===== src/rtl/lb_bridge_pkg.sv =====
// Shared constants, state encoding and byte-select helper for the UART to local-bus bridge.
package lb_bridge_pkg;

    localparam logic [7:0]  OP_WR        = 8'hF0;
    localparam logic [7:0]  OP_RD        = 8'hF1;
    localparam logic [31:0] RD_FAIL_DATA = 32'hFFFF_FFFF;

    typedef enum logic [2:0] {
        ST_IDLE,
        ST_ADDR,
        ST_DATA,
        ST_WR,
        ST_RD,
        ST_RD_WAIT,
        ST_TX
    } state_t;

    // Response bytes go out MSB first: index 0 selects bits 31:24.
    function automatic logic [7:0] resp_byte(input logic [31:0] word, input logic [1:0] idx);
        case (idx)
            2'd0:    return word[31:24];
            2'd1:    return word[23:16];
            2'd2:    return word[15:8];
            default: return word[7:0];
        endcase
    endfunction

endpackage


===== src/rtl/lb_uart_bridge.sv =====
// Parses UART write/read command bytes into local-bus strobes and streams
// read responses back to the UART transmitter over a valid/ready handshake.
module lb_uart_bridge
    import lb_bridge_pkg::*;
#(
    parameter int unsigned RD_TIMEOUT  = 255,
    parameter int unsigned GAP_TIMEOUT = 65535
) (
    input  logic        clk_lb,
    input  logic        reset_n,
    input  logic [7:0]  rx_byte,
    input  logic        rx_valid,
    output logic [7:0]  tx_byte,
    output logic        tx_valid,
    input  logic        tx_ready,
    output logic        lb_wr,
    output logic        lb_rd,
    output logic [31:0] lb_addr,
    output logic [31:0] lb_wr_d,
    input  logic [31:0] lb_rd_d,
    input  logic        lb_rd_rdy,
    output logic        busy,
    output logic [7:0]  err_cnt
);

    localparam logic [15:0] RD_LAST  = 16'(RD_TIMEOUT - 1);
    localparam logic [15:0] GAP_LAST = 16'(GAP_TIMEOUT - 1);

    state_t      state_reg, state_next;
    logic [1:0]  idx_reg, idx_next;
    logic        is_rd_reg, is_rd_next;
    logic [15:0] cnt_reg, cnt_next;
    logic [31:0] addr_reg, addr_next;
    logic [31:0] wr_d_reg, wr_d_next;
    logic [31:0] resp_reg, resp_next;
    logic [7:0]  tx_byte_reg, tx_byte_next;
    logic        tx_valid_reg, tx_valid_next;
    logic        lb_wr_reg, lb_wr_next;
    logic        lb_rd_reg, lb_rd_next;
    logic        busy_reg, busy_next;
    logic [7:0]  err_cnt_reg, err_cnt_next;
    logic        err_inc;

    always_ff @(posedge clk_lb or negedge reset_n) begin
        if (!reset_n) begin
            state_reg    <= ST_IDLE;
            idx_reg      <= 2'd0;
            is_rd_reg    <= 1'b0;
            cnt_reg      <= 16'd0;
            addr_reg     <= 32'd0;
            wr_d_reg     <= 32'd0;
            resp_reg     <= 32'd0;
            tx_byte_reg  <= 8'd0;
            tx_valid_reg <= 1'b0;
            lb_wr_reg    <= 1'b0;
            lb_rd_reg    <= 1'b0;
            busy_reg     <= 1'b0;
            err_cnt_reg  <= 8'd0;
        end else begin
            state_reg    <= state_next;
            idx_reg      <= idx_next;
            is_rd_reg    <= is_rd_next;
            cnt_reg      <= cnt_next;
            addr_reg     <= addr_next;
            wr_d_reg     <= wr_d_next;
            resp_reg     <= resp_next;
            tx_byte_reg  <= tx_byte_next;
            tx_valid_reg <= tx_valid_next;
            lb_wr_reg    <= lb_wr_next;
            lb_rd_reg    <= lb_rd_next;
            busy_reg     <= busy_next;
            err_cnt_reg  <= err_cnt_next;
        end
    end

    always_comb begin
        state_next    = state_reg;
        idx_next      = idx_reg;
        is_rd_next    = is_rd_reg;
        cnt_next      = cnt_reg;
        addr_next     = addr_reg;
        wr_d_next     = wr_d_reg;
        resp_next     = resp_reg;
        tx_byte_next  = tx_byte_reg;
        tx_valid_next = tx_valid_reg;
        lb_wr_next    = 1'b0;
        lb_rd_next    = 1'b0;
        err_inc       = 1'b0;

        case (state_reg)
            ST_IDLE: begin
                if (rx_valid) begin
                    if (rx_byte == OP_WR || rx_byte == OP_RD) begin
                        is_rd_next = (rx_byte == OP_RD);
                        idx_next   = 2'd0;
                        cnt_next   = 16'd0;
                        state_next = ST_ADDR;
                    end else begin
                        err_inc = 1'b1;
                    end
                end
            end
            ST_ADDR, ST_DATA: begin
                // One counter serves as the inter-byte gap timer here and the read timer later.
                if (rx_valid) begin
                    cnt_next = 16'd0;
                    idx_next = idx_reg + 2'd1;
                    if (state_reg == ST_ADDR) begin
                        addr_next = {addr_reg[23:0], rx_byte};
                    end else begin
                        wr_d_next = {wr_d_reg[23:0], rx_byte};
                    end
                    if (idx_reg == 2'd3) begin
                        if (state_reg == ST_DATA) begin
                            state_next = ST_WR;
                            lb_wr_next = 1'b1;
                        end else if (is_rd_reg) begin
                            state_next = ST_RD;
                            lb_rd_next = 1'b1;
                        end else begin
                            state_next = ST_DATA;
                        end
                    end
                end else if (cnt_reg == GAP_LAST) begin
                    state_next = ST_IDLE;
                    err_inc    = 1'b1;
                end else begin
                    cnt_next = cnt_reg + 16'd1;
                end
            end
            ST_WR: begin
                state_next = ST_IDLE;
            end
            ST_RD: begin
                err_inc    = rx_valid;
                cnt_next   = 16'd0;
                state_next = ST_RD_WAIT;
            end
            ST_RD_WAIT: begin
                err_inc = rx_valid;
                // Data arriving on the expiry cycle takes priority over the timeout.
                if (lb_rd_rdy) begin
                    resp_next     = lb_rd_d;
                    tx_byte_next  = lb_rd_d[31:24];
                    tx_valid_next = 1'b1;
                    idx_next      = 2'd0;
                    state_next    = ST_TX;
                end else if (cnt_reg == RD_LAST) begin
                    resp_next     = RD_FAIL_DATA;
                    tx_byte_next  = RD_FAIL_DATA[31:24];
                    tx_valid_next = 1'b1;
                    idx_next      = 2'd0;
                    err_inc       = 1'b1;
                    state_next    = ST_TX;
                end else begin
                    cnt_next = cnt_reg + 16'd1;
                end
            end
            ST_TX: begin
                err_inc = rx_valid;
                if (tx_valid_reg && tx_ready) begin
                    if (idx_reg == 2'd3) begin
                        tx_valid_next = 1'b0;
                        state_next    = ST_IDLE;
                    end else begin
                        idx_next     = idx_reg + 2'd1;
                        tx_byte_next = resp_byte(resp_reg, idx_reg + 2'd1);
                    end
                end
            end
            default: begin
                state_next = ST_IDLE;
            end
        endcase

        err_cnt_next = (err_inc && err_cnt_reg != 8'hFF) ? err_cnt_reg + 8'd1 : err_cnt_reg;
        busy_next    = (state_next != ST_IDLE);
    end

    assign tx_byte  = tx_byte_reg;
    assign tx_valid = tx_valid_reg;
    assign lb_wr    = lb_wr_reg;
    assign lb_rd    = lb_rd_reg;
    assign lb_addr  = addr_reg;
    assign lb_wr_d  = wr_d_reg;
    assign busy     = busy_reg;
    assign err_cnt  = err_cnt_reg;

endmodule


===== config.mk =====
export PLATFORM = sky130hd
export DESIGN_NAME = lb_uart_bridge
export DESIGN_NICKNAME = d
export VERILOG_FILES = /design/src/rtl/lb_bridge_pkg.sv /design/src/rtl/lb_uart_bridge.sv
export SDC_FILE = /design/constraint.sdc
export NUM_CORES = 1
export LEC_CHECK = 0
export CAP_MARGIN = 20
export CORE_MARGIN = 10
export CORE_UTILIZATION = 51
export DETAILED_ROUTE_END_ITERATION = 16
export PLACE_DENSITY = 0.8
export SLEW_MARGIN = 40
export SYNTH_ARGS = -nofsm -noshare
export SYNTH_HDL_FRONTEND = slang
export SYNTH_SLANG_ARGS = --single-unit

===== constraint.sdc =====
create_clock -name clk_lb -period 2.4 [get_ports clk_lb]
set_input_delay 0.24 -clock clk_lb [delete_from_list [all_inputs] [get_ports clk_lb]]
set_output_delay 0.24 -clock clk_lb [all_outputs]
set_load 0.005 [all_outputs]

==> flow_summary.ini, run 1 <==
[clock_network]
cts_tree = built
clk_path_buf_depth = 2
clock-root-buffer = clkbuf_16
post_cts_buffers = 0
clock-sinks = 138
cts_resized = 0
insertion_delay_ps = 420
htree_levels = 4
clkTransAtPathRegs_ps = 60
cts_made_buffers = 17

[synth]
syn_avg_cell_area_um2 = 12.5
synthDistinctLibCells = 57
synthCells = 487
synthesis.area_um2 = 6110
synth_seq_cells = 138
ys_warn_count = 0
synth-edff-count = 0
ys_seq_area_frac = 0.566
synthFlopType = dfrtp_1
async_flop_share = 1.00
synth_nets = 540

[cells_and_area]
diodes = 0
finalInstanceArea_um2 = 8230
num-nets-final = 676
areaGrowthSynthToFinish_pct = 34.7
fin_util = 0.711
drive_gt1_frac = 0.217
multi_input_area_um2 = 2500
layout_commonest_cell = dfrtp_1
mostFrequentLayoutCells = dfrtp_1 (138), clkdlybuf4s50_1 (127), mux2_2 (66)
fillers = 794
regArea_um2 = 3450

[global_routing]
grt_pass1_vias = 4859
grt_pass1_wl_um = 25800
grt_max_degree = 61
grt_overflow_total = 0
antenna_found_initial = 0
track_usage = 0.194

[timing]
fin_tns_setup_ps = 0
final-max-slew-violation-count = 0
rsz0062_at_grt = yes
worst_pin_slew_ps = 527
period_minus_slack_ps = 2310
slew_headroom = 0.646
hold_viol_final = 0
fin_skew_ps = 13.0
post-route-period-util = 0.964
fmax_ghz = 0.432
whs_ps = 335
finalSetupViolations = 0

[critical_path]
r2r-start = cnt_reg[0]
worst_path_most_repeated_cell = nand3_1
reg2reg_depth = 7
slowest_delay_ps = 440
rrSetupSlack_ps = 90
required_ps = 2700
startpoint_type = flop
crit_buf_inv = 1
path_delay_family = simple AND/OR/NAND/NOR gates
r2r-end = err_cnt[1]
critPathCaptureType = flop
critPathMaxFanout = 8
crit_type = flop to flop
slowest_stage = nor4_2
crit_path_cell_trace = inv_1, ha_1, nand3_1, nor4_2, nand3_1, a31oi_4, mux2_2
cp.arrival_ps = 2620

[hold_path]
min_path_type = input port to asynchronous set/reset pin

[place]
io_buffer_count = 128
placed_area_um2 = 7630
hpwlAfterDp_um = 11300
globalplace.congestion = 0.889

[floorplanning]
ios = 129
core_area_um2 = 11600
die-area_um2 = 16700
die_y_um = 129
die_w_um = 129
start_util = 0.528
fp-row-count = 39

[routing]
via_per_inst = 5.92
wl_um = 16200
via_count = 4613
routedWlPerCell_um = 20.7
drt_iter0_markers = 448
drc = 0
ant_nets = 0
firstDrtPassIters = 6

[run_status]
run_status = complete, no violations

[power_and_ir_drop]
finalPower_mw = 10.0
powerDensity_nw_per_um2 = 1220
ir_worst_vdd_mv = 0.664
leakage_nw = 3.49

[job]
drv_cap = 0
-- Yosys cell counts (all sizes together) (2+ instances only) --
master	instances	share of area
a211oi	8	0.011
nor4	4	0.0086
o31ai	12	0.020
dfrtp	138	0.57
nor2	19	0.013
o21ai	29	0.024
o21bai	2	0.0043
nand3b	2	0.0025
nand2b	6	0.0061
or4	2	0.0031
nand2	30	0.018
o22a	32	0.046
nand3	13	0.011
a21oi	7	0.0064
nor3b	8	0.0098
mux2	66	0.12
a31oi	8	0.011
xnor2	6	0.0086
a21o	9	0.011
nand4	3	0.0031
nor3	6	0.0049
inv	8	0.0049
o211ai	3	0.0037
and3	7	0.0072
a222oi	8	0.013
buf	11	0.010
or2	2	0.0021
clkbuf	17	0.010
ha	8	0.016
-- metal layers --
| layer | wire [um] | track usage | part of all wire |
|---|---|---|---|
| met5 | 0 | 0 | 0 |
| met1 | 6530 | 0.239 | 0.40 |
| met2 | 7930 | 0.313 | 0.49 |
| met4 | 306 | 0.0767 | 0.019 |
| met3 | 1390 | 0.0612 | 0.086 |
-- kinds of logic after synthesis --
group / share of synthesized area
AOI/OAI and AO/OA: 0.165
DFF: 0.566
buffers and inverters: 0.0254
xor gates and xnor gates: 0.0100
adders and majority gates: 0.0164
and+or+nand+nor: 0.0943
muxes: 0.123
-- worst max-delay path by stage --
| stage | startpoint | end | cells after the start |
|---|---|---|---|
| global placement | rx_byte[6] | cnt_reg[5] | 8 |
| detailed placement | rx_byte[1] | cnt_reg[9] | 8 |
| floorplan | cnt_reg[12] | err_cnt[1] | 5 |
| finish | cnt_reg[0] | err_cnt[1] | 7 |
| CTS | cnt_reg[0] | err_cnt[1] | 7 |
| global route | cnt_reg[0] | err_cnt[1] | 7 |
-- through the flow --
stage | setup slack [ps] | instances
finish | 85.9 | 779
detailed placement | 67.0 | 746
floorplan | 286 | 487
CTS | 93.2 | 779
global placement | 152 | 746
global route | -35.7 | 779
-- repair_timing --
| item | 4_1_cts | 5_1_grt |
|---|---|---|
| hold buffers | 1 | 0 |
| setup endpoints to repair | 0 | 3 |
| endpoints found under the hold margin | 48 | 0 |
-- power breakdown --
| group | internal [mW] | switching (mW) |
|---|---|---|
| logic | 2.15 | 1.37 |
| registers | 3.24 | 0.708 |
| clock network | 1.56 | 0.994 |
| total | 6.95 | 3.07 |
-- final cells by class --
cell class / count / area share
clock buffers: 19 / 0.0538
clock inverters: 13 / 0.0173
inverters: 8 / 0.00365
multi-input cells: 313 / 0.304
flip-flops and latches: 138 / 0.420
well taps: 143 / 0.0218
repair buffers: 145 / 0.179
Note: power is estimated with default switching activity, not from simulation.
==> run 2, diff against run 1 <==
==> constraint.sdc (replaced) <==
create_clock -name clk_lb -period 2.4 [get_ports clk_lb]
set_input_delay 0.72 -clock clk_lb [delete_from_list [all_inputs] [get_ports clk_lb]]
set_output_delay 0.72 -clock clk_lb [all_outputs]
set_load 0.005 [all_outputs]
==> flow_summary.ini, run 2 (same netlist as run 1, synthesis figures left out) <==
[run_status]
run_status = complete, no violations

[critical_path]
cp.arrival_ps = 2600
critPathCaptureType = flop
crit_start = cnt_reg[12]
crit_type = flop to flop
slowest_stage = or4_4
required_ps = 2700
startpoint_type = flop
r2r-start = cnt_reg[12]
slowest_delay_ps = 550
crit_path_cell_trace = or4_4, nor4_4, o32ai_2, buf_4, o21bai_1, or3_1
critPathMaxFanout = 6

[job]
drv_cap = 0

[clock_network]
clock-root-buffer = clkbuf_16
cts_tree = built
insertion_delay_ps = 430
clock-sinks = 138
cts_hold_buf = 0
post_cts_buffers = 0
clkTransAtPathRegs_ps = 60
clk_path_buf_depth = 2
cts_resized = 0
cts_made_buffers = 17
htree_levels = 4

[global_routing]
grt_overflow_total = 0
grt_pass1_wl_um = 25700
grt_pass1_vias = 4744
grt.busiest_layer = met2
grtUsageMet3 = 0.0669
track_usage = 0.196
grt_util_met1 = 0.240
grt_max_degree = 50
antenna_found_initial = 0
gr-usage-met2 = 0.312

[hold_path]
min_path_type = input port to asynchronous set/reset pin

[power_and_ir_drop]
pwr-share-clk = 0.262
p_sw_mw = 3.05
finalPower_mw = 10.2
p_comb_frac = 0.350
swShare = 0.300
power_frac_seq = 0.388
powerDensity_nw_per_um2 = 1210
leakage_nw = 3.59
ir_worst_vdd_mv = 0.868
internal_power_mw = 7.11

[cells_and_area]
diodes = 0
fin_util = 0.725
layout_commonest_cell = dfrtp_1
num-nets-final = 695
drive_gt1_frac = 0.240
final_cells = 798
areaGrowthSynthToFinish_pct = 37.2
mostFrequentLayoutCells = dfrtp_1 (138), clkdlybuf4s50_1 (127), mux2_2 (66)

[place]
globalplace.congestion = 0.898
dp_cells = 766
hpwlAfterDp_um = 11500
io_buffer_count = 128

[floorplanning]
fp-row-count = 39
die-area_um2 = 16700
core_area_um2 = 11600
die_w_um = 129
ios = 129
die_y_um = 129
start_util = 0.528

[timing]
final-max-slew-violation-count = 0
finalSetupViolations = 0
fin_tns_setup_ps = 0
fin_skew_ps = 19.6
slew_headroom = 0.679
whs_ps = 233
worst_pin_slew_ps = 481
period_minus_slack_ps = 2300
fmax_ghz = 0.435
post-route-period-util = 0.957
hold_viol_final = 0

[routing]
via_per_inst = 5.84
wl_um = 16300
firstDrtPassIters = 7
drc = 0
drt_iter0_markers = 405
ant_nets = 0
via_count = 4660
routedWlPerCell_um = 20.4
-- run 2: cell types whose count changed in the layout (fill, tap and decap cells not counted), sizes merged --
| cell | before | now |
|---|---|---|
| bufinv | 2 | 3 |
| buf | 17 | 37 |
| clkinv | 6 | 4 |
| dlygate4sd3 | 1 | 0 |
| clkbuf | 19 | 21 |
| inv | 11 | 10 |
-- run 2: final cells by class --
cell class	instances	area (um2)
Sequential cell	138	3450
Tap cell	143	179
Clock buffer	21	460
Multi-Input combinational cell	313	2510
Inverter	8	30.0
Clock inverter	11	143
Fill cell	794	3190
Timing Repair Buffer	164	1600
-- run 2: metrics by stage --
step	setup slack (ps)	instance area, um2
floorplan	189	6110
global placement	-214	7770
detailed placement	-293	7770
CTS	74.6	8370
global route	-29.4	8380
finish	103	8380
-- run 2: routing by layer --
metal | vias up | share of wire | wire [um]
li1 | 2120 | - | -
met3 | 26 | 0.077 | 1250
met4 | 0 | 0.023 | 380
met2 | 183 | 0.49 | 7950
met5 | - | 0 | 0
met1 | 2331 | 0.41 | 6710
-- run 2: critical path: cells and delay by family (launching register included) --
family                 cells  cell delay [ps]
AND/OR/NAND/NOR            3             1250
flip-flops                 1              440
AO/OA/AOI/OAI              2              330
buffers and inverters      1              160
-- run 2: final timing paths --
kind | to | slack [ps] | depth (start not counted)
worst max-delay path | busy | 100 | 6
worst min-delay path | tx_byte[3] | 230 | 1
worst max register to register | busy | 100 | 6
worst min register to register | tx_byte[0] | 480 | 1
max in group asynchronous | err_cnt[7] | 1520 | 2
min in group clk_lb | tx_byte[0] | 480 | 1
-- run 2: power by group through the flow --
stage / logic, mW / clock network (mW) / registers (mW)
2_1_floorplan: 1.65 / 0 / 3.82
3_3_place_gp: 3.46 / 0 / 3.90
3_5_place_dp: 3.55 / 0 / 3.96
4_1_cts: 3.60 / 2.70 / 3.94
5_1_grt: 3.84 / 2.79 / 4.07
6_report: 3.56 / 2.66 / 3.94
